<file path="src/rtl/fir_sample_sequencer.sv">
// rtl/fir_sample_sequencer.sv - ROM read sequencer and sample-valid strobe generator for the adaptive FIR
//
// Purpose:
//   Walks the shared mic1/mic2/mu ROM address space at a programmable rate.
//   Each ROM word set is registered and presented to the filter with a one-cycle
//   sample-valid strobe. o_out_valid marks the filter output FILTER_LAT cycles later.
//   o_done pulses when the last filter output of a run has been produced.
//
// Ports:
//   i_clk, i_rst               clock (rising edge), asynchronous active-low reset
//   i_start, i_abort           start a run (IDLE only), abandon the current run
//   i_num_samples, i_period    run length (0 = 2**NB_DEPTH), cycles per read (0 = 1)
//   o_rom_en, o_rom_addr       synchronous ROM read port (one-cycle latency)
//   i_rom_mic1/mic2/mu         ROM read data
//   o_mic1/o_mic2/o_mu         registered sample set to the filter
//   o_sample_valid             one-cycle strobe, new sample set present
//   o_out_valid                filter output valid
//   o_busy, o_done             run in progress, normal completion pulse
//   o_sample_count             strobes issued in the current/last run

module fir_sample_sequencer #(
    parameter int NB_DATA    = 21,
    parameter int NB_DEPTH   = 14,
    parameter int NB_PERIOD  = 8,
    parameter int FILTER_LAT = 3
) (
    input  logic                 i_clk,
    input  logic                 i_rst,
    input  logic                 i_start,
    input  logic                 i_abort,
    input  logic [NB_DEPTH-1:0]  i_num_samples,
    input  logic [NB_PERIOD-1:0] i_period,
    output logic                 o_rom_en,
    output logic [NB_DEPTH-1:0]  o_rom_addr,
    input  logic [NB_DATA-1:0]   i_rom_mic1,
    input  logic [NB_DATA-1:0]   i_rom_mic2,
    input  logic [NB_DATA-1:0]   i_rom_mu,
    output logic [NB_DATA-1:0]   o_mic1,
    output logic [NB_DATA-1:0]   o_mic2,
    output logic [NB_DATA-1:0]   o_mu,
    output logic                 o_sample_valid,
    output logic                 o_out_valid,
    output logic                 o_busy,
    output logic                 o_done,
    output logic [NB_DEPTH:0]    o_sample_count
);

    typedef enum logic [1:0] {
        S_IDLE  = 2'd0,
        S_RUN   = 2'd1,
        S_DRAIN = 2'd2,
        S_DONE  = 2'd3
    } state_t;

    // Oldest stage of the valid pipe; it drives o_out_valid directly.
    localparam logic [FILTER_LAT-1:0] PIPE_TAIL = FILTER_LAT'(1) << (FILTER_LAT - 1);

    state_t                 state;
    state_t                 state_nxt;

    logic [NB_DEPTH:0]      n_lat;       // run length latched at start
    logic [NB_PERIOD-1:0]   p_lat;       // read period latched at start
    logic [NB_PERIOD-1:0]   p_eff;
    logic [NB_DEPTH:0]      rd_issued;   // reads issued so far in this run
    logic [NB_PERIOD-1:0]   wait_cnt;    // cycles left until the next read may issue
    logic                   rd_pend;     // ROM data for the previous read is on i_rom_* now
    logic [FILTER_LAT-1:0]  sv_pipe;

    logic                   start_ok;
    logic                   last_read_issued;
    logic                   read_now;
    logic                   drain_empty;

    assign p_eff            = (i_period == '0) ? NB_PERIOD'(1) : i_period;
    assign start_ok         = (state == S_IDLE) && i_start && !i_abort;
    assign last_read_issued = (rd_issued == n_lat);
    assign read_now         = (state == S_RUN) && (wait_cnt == '0) && !last_read_issued && !i_abort;
    assign o_out_valid      = sv_pipe[FILTER_LAT-1];

    // All reads are out when draining, so an output-valid with nothing behind
    // it in the ROM/strobe/valid pipe is the run's final filter output.
    assign drain_empty = o_out_valid && !rd_pend && !o_sample_valid
                         && ((sv_pipe & ~PIPE_TAIL) == '0);

    always_ff @(posedge i_clk or negedge i_rst) begin
        if (!i_rst) begin
            state <= S_IDLE;
        end else begin
            state <= state_nxt;
        end
    end

    always_comb begin
        state_nxt = state;
        case (state)
            S_IDLE:  if (start_ok) state_nxt = S_RUN;
            S_RUN:   if (i_abort) state_nxt = S_IDLE;
                     else if (last_read_issued) state_nxt = S_DRAIN;
            S_DRAIN: if (i_abort) state_nxt = S_IDLE;
                     else if (drain_empty) state_nxt = S_DONE;
            S_DONE:  state_nxt = S_IDLE;
            default: state_nxt = S_IDLE;
        endcase
    end

    always_comb begin
        o_busy = 1'b0;
        o_done = 1'b0;
        case (state)
            S_RUN, S_DRAIN: o_busy = 1'b1;
            S_DONE: begin
                o_busy = 1'b1;
                o_done = 1'b1;
            end
            default: ;
        endcase
    end

    always_ff @(posedge i_clk or negedge i_rst) begin
        if (!i_rst) begin
            n_lat          <= '0;
            p_lat          <= '0;
            rd_issued      <= '0;
            wait_cnt       <= '0;
            rd_pend        <= 1'b0;
            sv_pipe        <= '0;
            o_rom_en       <= 1'b0;
            o_rom_addr     <= '0;
            o_mic1         <= '0;
            o_mic2         <= '0;
            o_mu           <= '0;
            o_sample_valid <= 1'b0;
            o_sample_count <= '0;
        end else if (i_abort) begin
            // In-flight ROM data and pending valids are dropped; the last
            // presented sample, address and count stay visible.
            o_rom_en       <= 1'b0;
            rd_pend        <= 1'b0;
            o_sample_valid <= 1'b0;
            sv_pipe        <= '0;
        end else begin
            rd_pend        <= o_rom_en;
            o_sample_valid <= rd_pend;
            sv_pipe        <= (sv_pipe << 1) | FILTER_LAT'(o_sample_valid);

            if (rd_pend) begin
                o_mic1         <= i_rom_mic1;
                o_mic2         <= i_rom_mic2;
                o_mu           <= i_rom_mu;
                o_sample_count <= o_sample_count + 1'b1;
            end

            if (start_ok) begin
                // The first read goes out in the cycle right after start.
                n_lat          <= (i_num_samples == '0) ? {1'b1, {NB_DEPTH{1'b0}}}
                                                        : {1'b0, i_num_samples};
                p_lat          <= p_eff;
                wait_cnt       <= p_eff - NB_PERIOD'(1);
                rd_issued      <= (NB_DEPTH + 1)'(1);
                o_rom_en       <= 1'b1;
                o_rom_addr     <= '0;
                o_sample_count <= '0;
            end else if (read_now) begin
                o_rom_en   <= 1'b1;
                o_rom_addr <= rd_issued[NB_DEPTH-1:0];
                rd_issued  <= rd_issued + 1'b1;
                wait_cnt   <= p_lat - NB_PERIOD'(1);
            end else begin
                o_rom_en <= 1'b0;
                if ((state == S_RUN) && (wait_cnt != '0)) begin
                    wait_cnt <= wait_cnt - 1'b1;
                end
            end
        end
    end

endmodule

</file>
<file path="config.mk">
export PLATFORM = sky130hd
export DESIGN_NAME = fir_sample_sequencer
export DESIGN_NICKNAME = d
export VERILOG_FILES = /design/src/rtl/fir_sample_sequencer.sv
export SDC_FILE = /design/constraint.sdc
export NUM_CORES = 1
export LEC_CHECK = 0
export CORE_ASPECT_RATIO = 0.75
export CORE_MARGIN = 1.5
export CORE_UTILIZATION = 50
export DETAILED_ROUTE_END_ITERATION = 16
export GPL_TIMING_DRIVEN = 0
export PLACE_DENSITY = 0.84
export SLEW_MARGIN = 15
export SYNTH_ARGS = -nofsm -noshare
export SYNTH_HDL_FRONTEND = slang
export SYNTH_SLANG_ARGS = --single-unit
</file>
<file path="constraint.sdc">
create_clock -name i_clk -period 7.6 [get_ports i_clk]
set_clock_uncertainty 0.05 [all_clocks]
set_input_delay 0.76 -clock i_clk [delete_from_list [all_inputs] [get_ports i_clk]]
set_output_delay 0.76 -clock i_clk [all_outputs]
set_load 0.02 [all_outputs]
</file>
==> results.sh <==
export IMPL_timing_final_crit_share_pct=43.5
export IMPL_routedWlPerCell_um=18.0
export IMPL_dp_hpwl_um=12200
export IMPL_syn2layout_area_growth_pct=42.0
export IMPL_path_clk_slew_ps=60
export IMPL_slowest_delay_ps=450
export IMPL_r2r_end="wait_cnt[6]"
export IMPL_ys_types=53
export IMPL_postPlaceCellArea_sq_mm=0.00845
export IMPL_cpMostUsedCell="nor2_1"
export IMPL_num_vias=4973
export IMPL_hold_viol=0
export IMPL_die_y_um=101
export IMPL_nNetsFinal=838
export IMPL_final_cells=925
export IMPL_track_usage_pct=25.4
export IMPL_rr_worst_depth=12
export IMPL_ir_drop_uv=254
export IMPL_clockBufferDepth=2
export IMPL_clk_insertion_delay_late_ps=410
export IMPL_coreArea_sq_mm=0.0123
export IMPL_maxCapViolCount=0
export IMPL_critPathRequiredTime_ps=7850
export IMPL_cts_buffers=17
export IMPL_num_rows=35
export IMPL_dp_cells=893
export IMPL_hp_class="in2async"
export IMPL_die_w_um=133
export IMPL_grt_pass1_wl_um=26300
export IMPL_drv_slew=0
export IMPL_num_io_pins=186
export IMPL_root_buffer="clkbuf_16"
export IMPL_timing_final_crit_period_ps=3300
export IMPL_antenna_found_initial=0
export IMPL_grt_overflow_total=0
export IMPL_tightest_slew_ps=604
export IMPL_setup_tns_final_ps=0
export IMPL_cts_resized=0
export IMPL_grt_pass1_vias=5072
export IMPL_worstReg2RegStart="rd_issued[4]"
export IMPL_reg2reg_slack_ps=4570
export IMPL_synthesis_area_sq_mm=0.00636
export IMPL_place_gp_congestion=0.862
export IMPL_cts_setup_buffers=0
export IMPL_synth_cells=541
export IMPL_setup_viol=0
export IMPL_p_leak_nw=3.94
export IMPL_ys_warn_count=0
export IMPL_via_per_inst=5.38
export IMPL_worstPathArrival_ps=3550
export IMPL_worstPathCellList="clkdlybuf4s50_1, buf_2, nor3b_1, nand3_1, a31oi_4, and2_1, nor2_1, ha_1, inv_1, a211o_1, nor2_1, xnor2_1, mux2i_1"
export IMPL_start_util_pct=51.5
export IMPL_cpLargestDelayFamily="simple AND/OR/NAND/NOR gates"
export IMPL_antenna_left=0
export IMPL_synth_edf_count=0
export IMPL_critical_path_class="in2reg"
export IMPL_grt_max_degree=96
export IMPL_cp_start_kind="primary input"
export IMPL_first_pass_iters=5
export IMPL_ys_flop_type="dfrtp_1"
export IMPL_synth_fp_nets=633
export IMPL_status="finished, final reports clean"
export IMPL_ys_ff_latch=146
export IMPL_avgSynthCellArea_sq_um=11.8
export IMPL_die_area_sq_mm=0.0134
export IMPL_stdcell_area_sq_mm=0.00903
export IMPL_rsz0062_at_grt="no"
export IMPL_timing_critical_path_buf_inv=3
export IMPL_slowest_stage="clkdlybuf4s50_1"
export IMPL_cp_max_fo=10
export IMPL_antenna_cells=0
export IMPL_fin_total_pwr_w=0.00255
export IMPL_tritoncts="done"
export IMPL_cp_end_kind="flip-flop"
export IMPL_postCtsHoldBufs=0
export IMPL_p_per_area_mw_per_mm2=282
export IMPL_ys_seq_area_share_pct=57.4
export IMPL_wl_um=16600
export IMPL_place_port_buffers=185
export IMPL_drt_iter0_markers=361
export IMPL_fmax_mhz=303
export IMPL_drc=0
export IMPL_slew_limit_headroom_pct=59.7
export IMPL_async_flop_share_pct=100
export IMPL_clkSinkCount=146
export IMPL_htree_num_levels=4
export IMPL_post_route_cells_drive_above_1_share_pct=15.5
how the worst max path moves through the flow:
stage                     startpoint          end  cells after the start
after floorplan              i_abort  wait_cnt[6]                     12
after global placement         i_rst     o_mu[12]                      1
after detailed placement     i_abort  wait_cnt[4]                     13
after CTS                    i_abort  wait_cnt[4]                     13
after global routing         i_abort  wait_cnt[4]                     13
final                        i_abort  wait_cnt[4]                     13
power breakdown:
group / switching [W] / leakage, nW / internal [W]
registers: 0.0000899 / 1.87 / 0.000923
logic: 0.000344 / 1.79 / 0.000367
clock network: 0.000331 / 0.280 / 0.000493
synthesized netlist by cell type, types with 2 or more instances:
library cell,count,area share [%]
dfrtp_1,146,57
or3_1,10,0.98
a221o_1,3,0.47
nor3_1,5,0.39
inv_1,10,0.59
a22o_1,2,0.28
nor4_4,3,1.0
and3_1,5,0.49
nand4_1,7,0.69
buf_1,8,0.47
nor4_1,5,0.49
nor4_2,2,0.39
nor2_1,51,3.0
nor3b_1,2,0.24
xor2_1,24,3.3
o21ai_0,10,0.79
clkbuf_1,9,0.53
and2_1,5,0.49
a211o_1,3,0.41
a21oi_1,12,0.94
mux2i_1,19,3.0
nor2b_1,6,0.59
ha_1,3,0.59
mux2_2,64,11
buf_2,5,0.39
o21ai_1,2,0.16
nand3_1,8,0.63
a21o_1,3,0.35
xnor2_1,14,1.9
nand2_1,70,4.1
o2111ai_1,2,0.28
or4_1,2,0.24
cells in the final DEF (no fill, tap or decap), types with 3 or more instances in the layout:
master           count
nor2b_1              6
clkbuf_1            11
a21o_1               3
clkbuf_16           17
clkinv_4             4
xor2_1              24
buf_2                5
nand2_1             70
xnor2_1             14
mux2i_1             19
mux2_2              64
nor3_1               5
ha_1                 3
a21oi_1             12
dfrtp_1            146
or3_1               10
nor4_1               5
nand3_1              8
a211o_1              3
clkinv_2             3
and3_1               5
nor4_4               3
a221o_1              3
nand4_1              7
inv_1               10
o21ai_0             10
clkdlybuf4s50_1    184
and2_1               5
nor2_1              51
buf_1                8
worst register-to-register path, cell delays in order, from the launching register on:
cell and delay [ps]:
dfrtp_1 470, xnor2_1 210, nand4_1 210, nor4_4 250, a31oi_4 210, and2_1 270
nor2_1 140, ha_1 210, inv_1 60, a211o_1 290, nor4_4 310, xnor2_1 160
o21ai_2 70
metal layers:
metal / wire length (um) / global-route usage, %
met1: 7090 / 33.6
met2: 8270 / 41.5
met3: 836 / 4.93
met4: 435 / 11.0
met5: 0 / 0
cells by family after synthesis:
| logic type | count (synthesis) | synth area share (%) |
|---|---|---|
| AOI/OAI and AO/OA | 48 | 5.41 |
| xor gates and xnor gates | 38 | 5.23 |
| adders and majority gates | 3 | 0.590 |
| buffers and inverters | 34 | 2.28 |
| DFF | 146 | 57.4 |
| muxes | 84 | 14.6 |
| and+or+nand+nor | 188 | 14.5 |
state kept, by name, summed over array words and instances, names as in the netlist:
name and cells:
o_sample_count 15, rd_issued 15, o_mic1 21, o_mu 21
rd_pend 1, state 2, wait_cnt 8, o_sample_valid 1
p_lat 8, o_rom_addr 14, o_mic2 21, sv_pipe 3
n_lat 15, o_rom_en 1
layout make-up:
cell class / count / area (sq um)
Sequential cell: 146 / 3650
Fill cell: 852 / 3310
Multi-Input combinational cell: 361 / 2560
Timing Repair Buffer: 186 / 1880
Clock buffer: 20 / 447
Tap cell: 166 / 208
Clock inverter: 12 / 134
Buffer: 24 / 108
Inverter: 10 / 37.5
stage by stage:
step | util [%] | setup WS [ps] | hold slack [ps]
CTS | 73.2 | 4310 | 208
global route | 73.2 | 4140 | 225
detailed placement | 68.5 | 3940 | 422
finish | 73.2 | 4300 | 207
floorplan | - | 4840 | 383
global placement | 68.2 | 75.6 | 409
(Power assumes the default switching activity.)
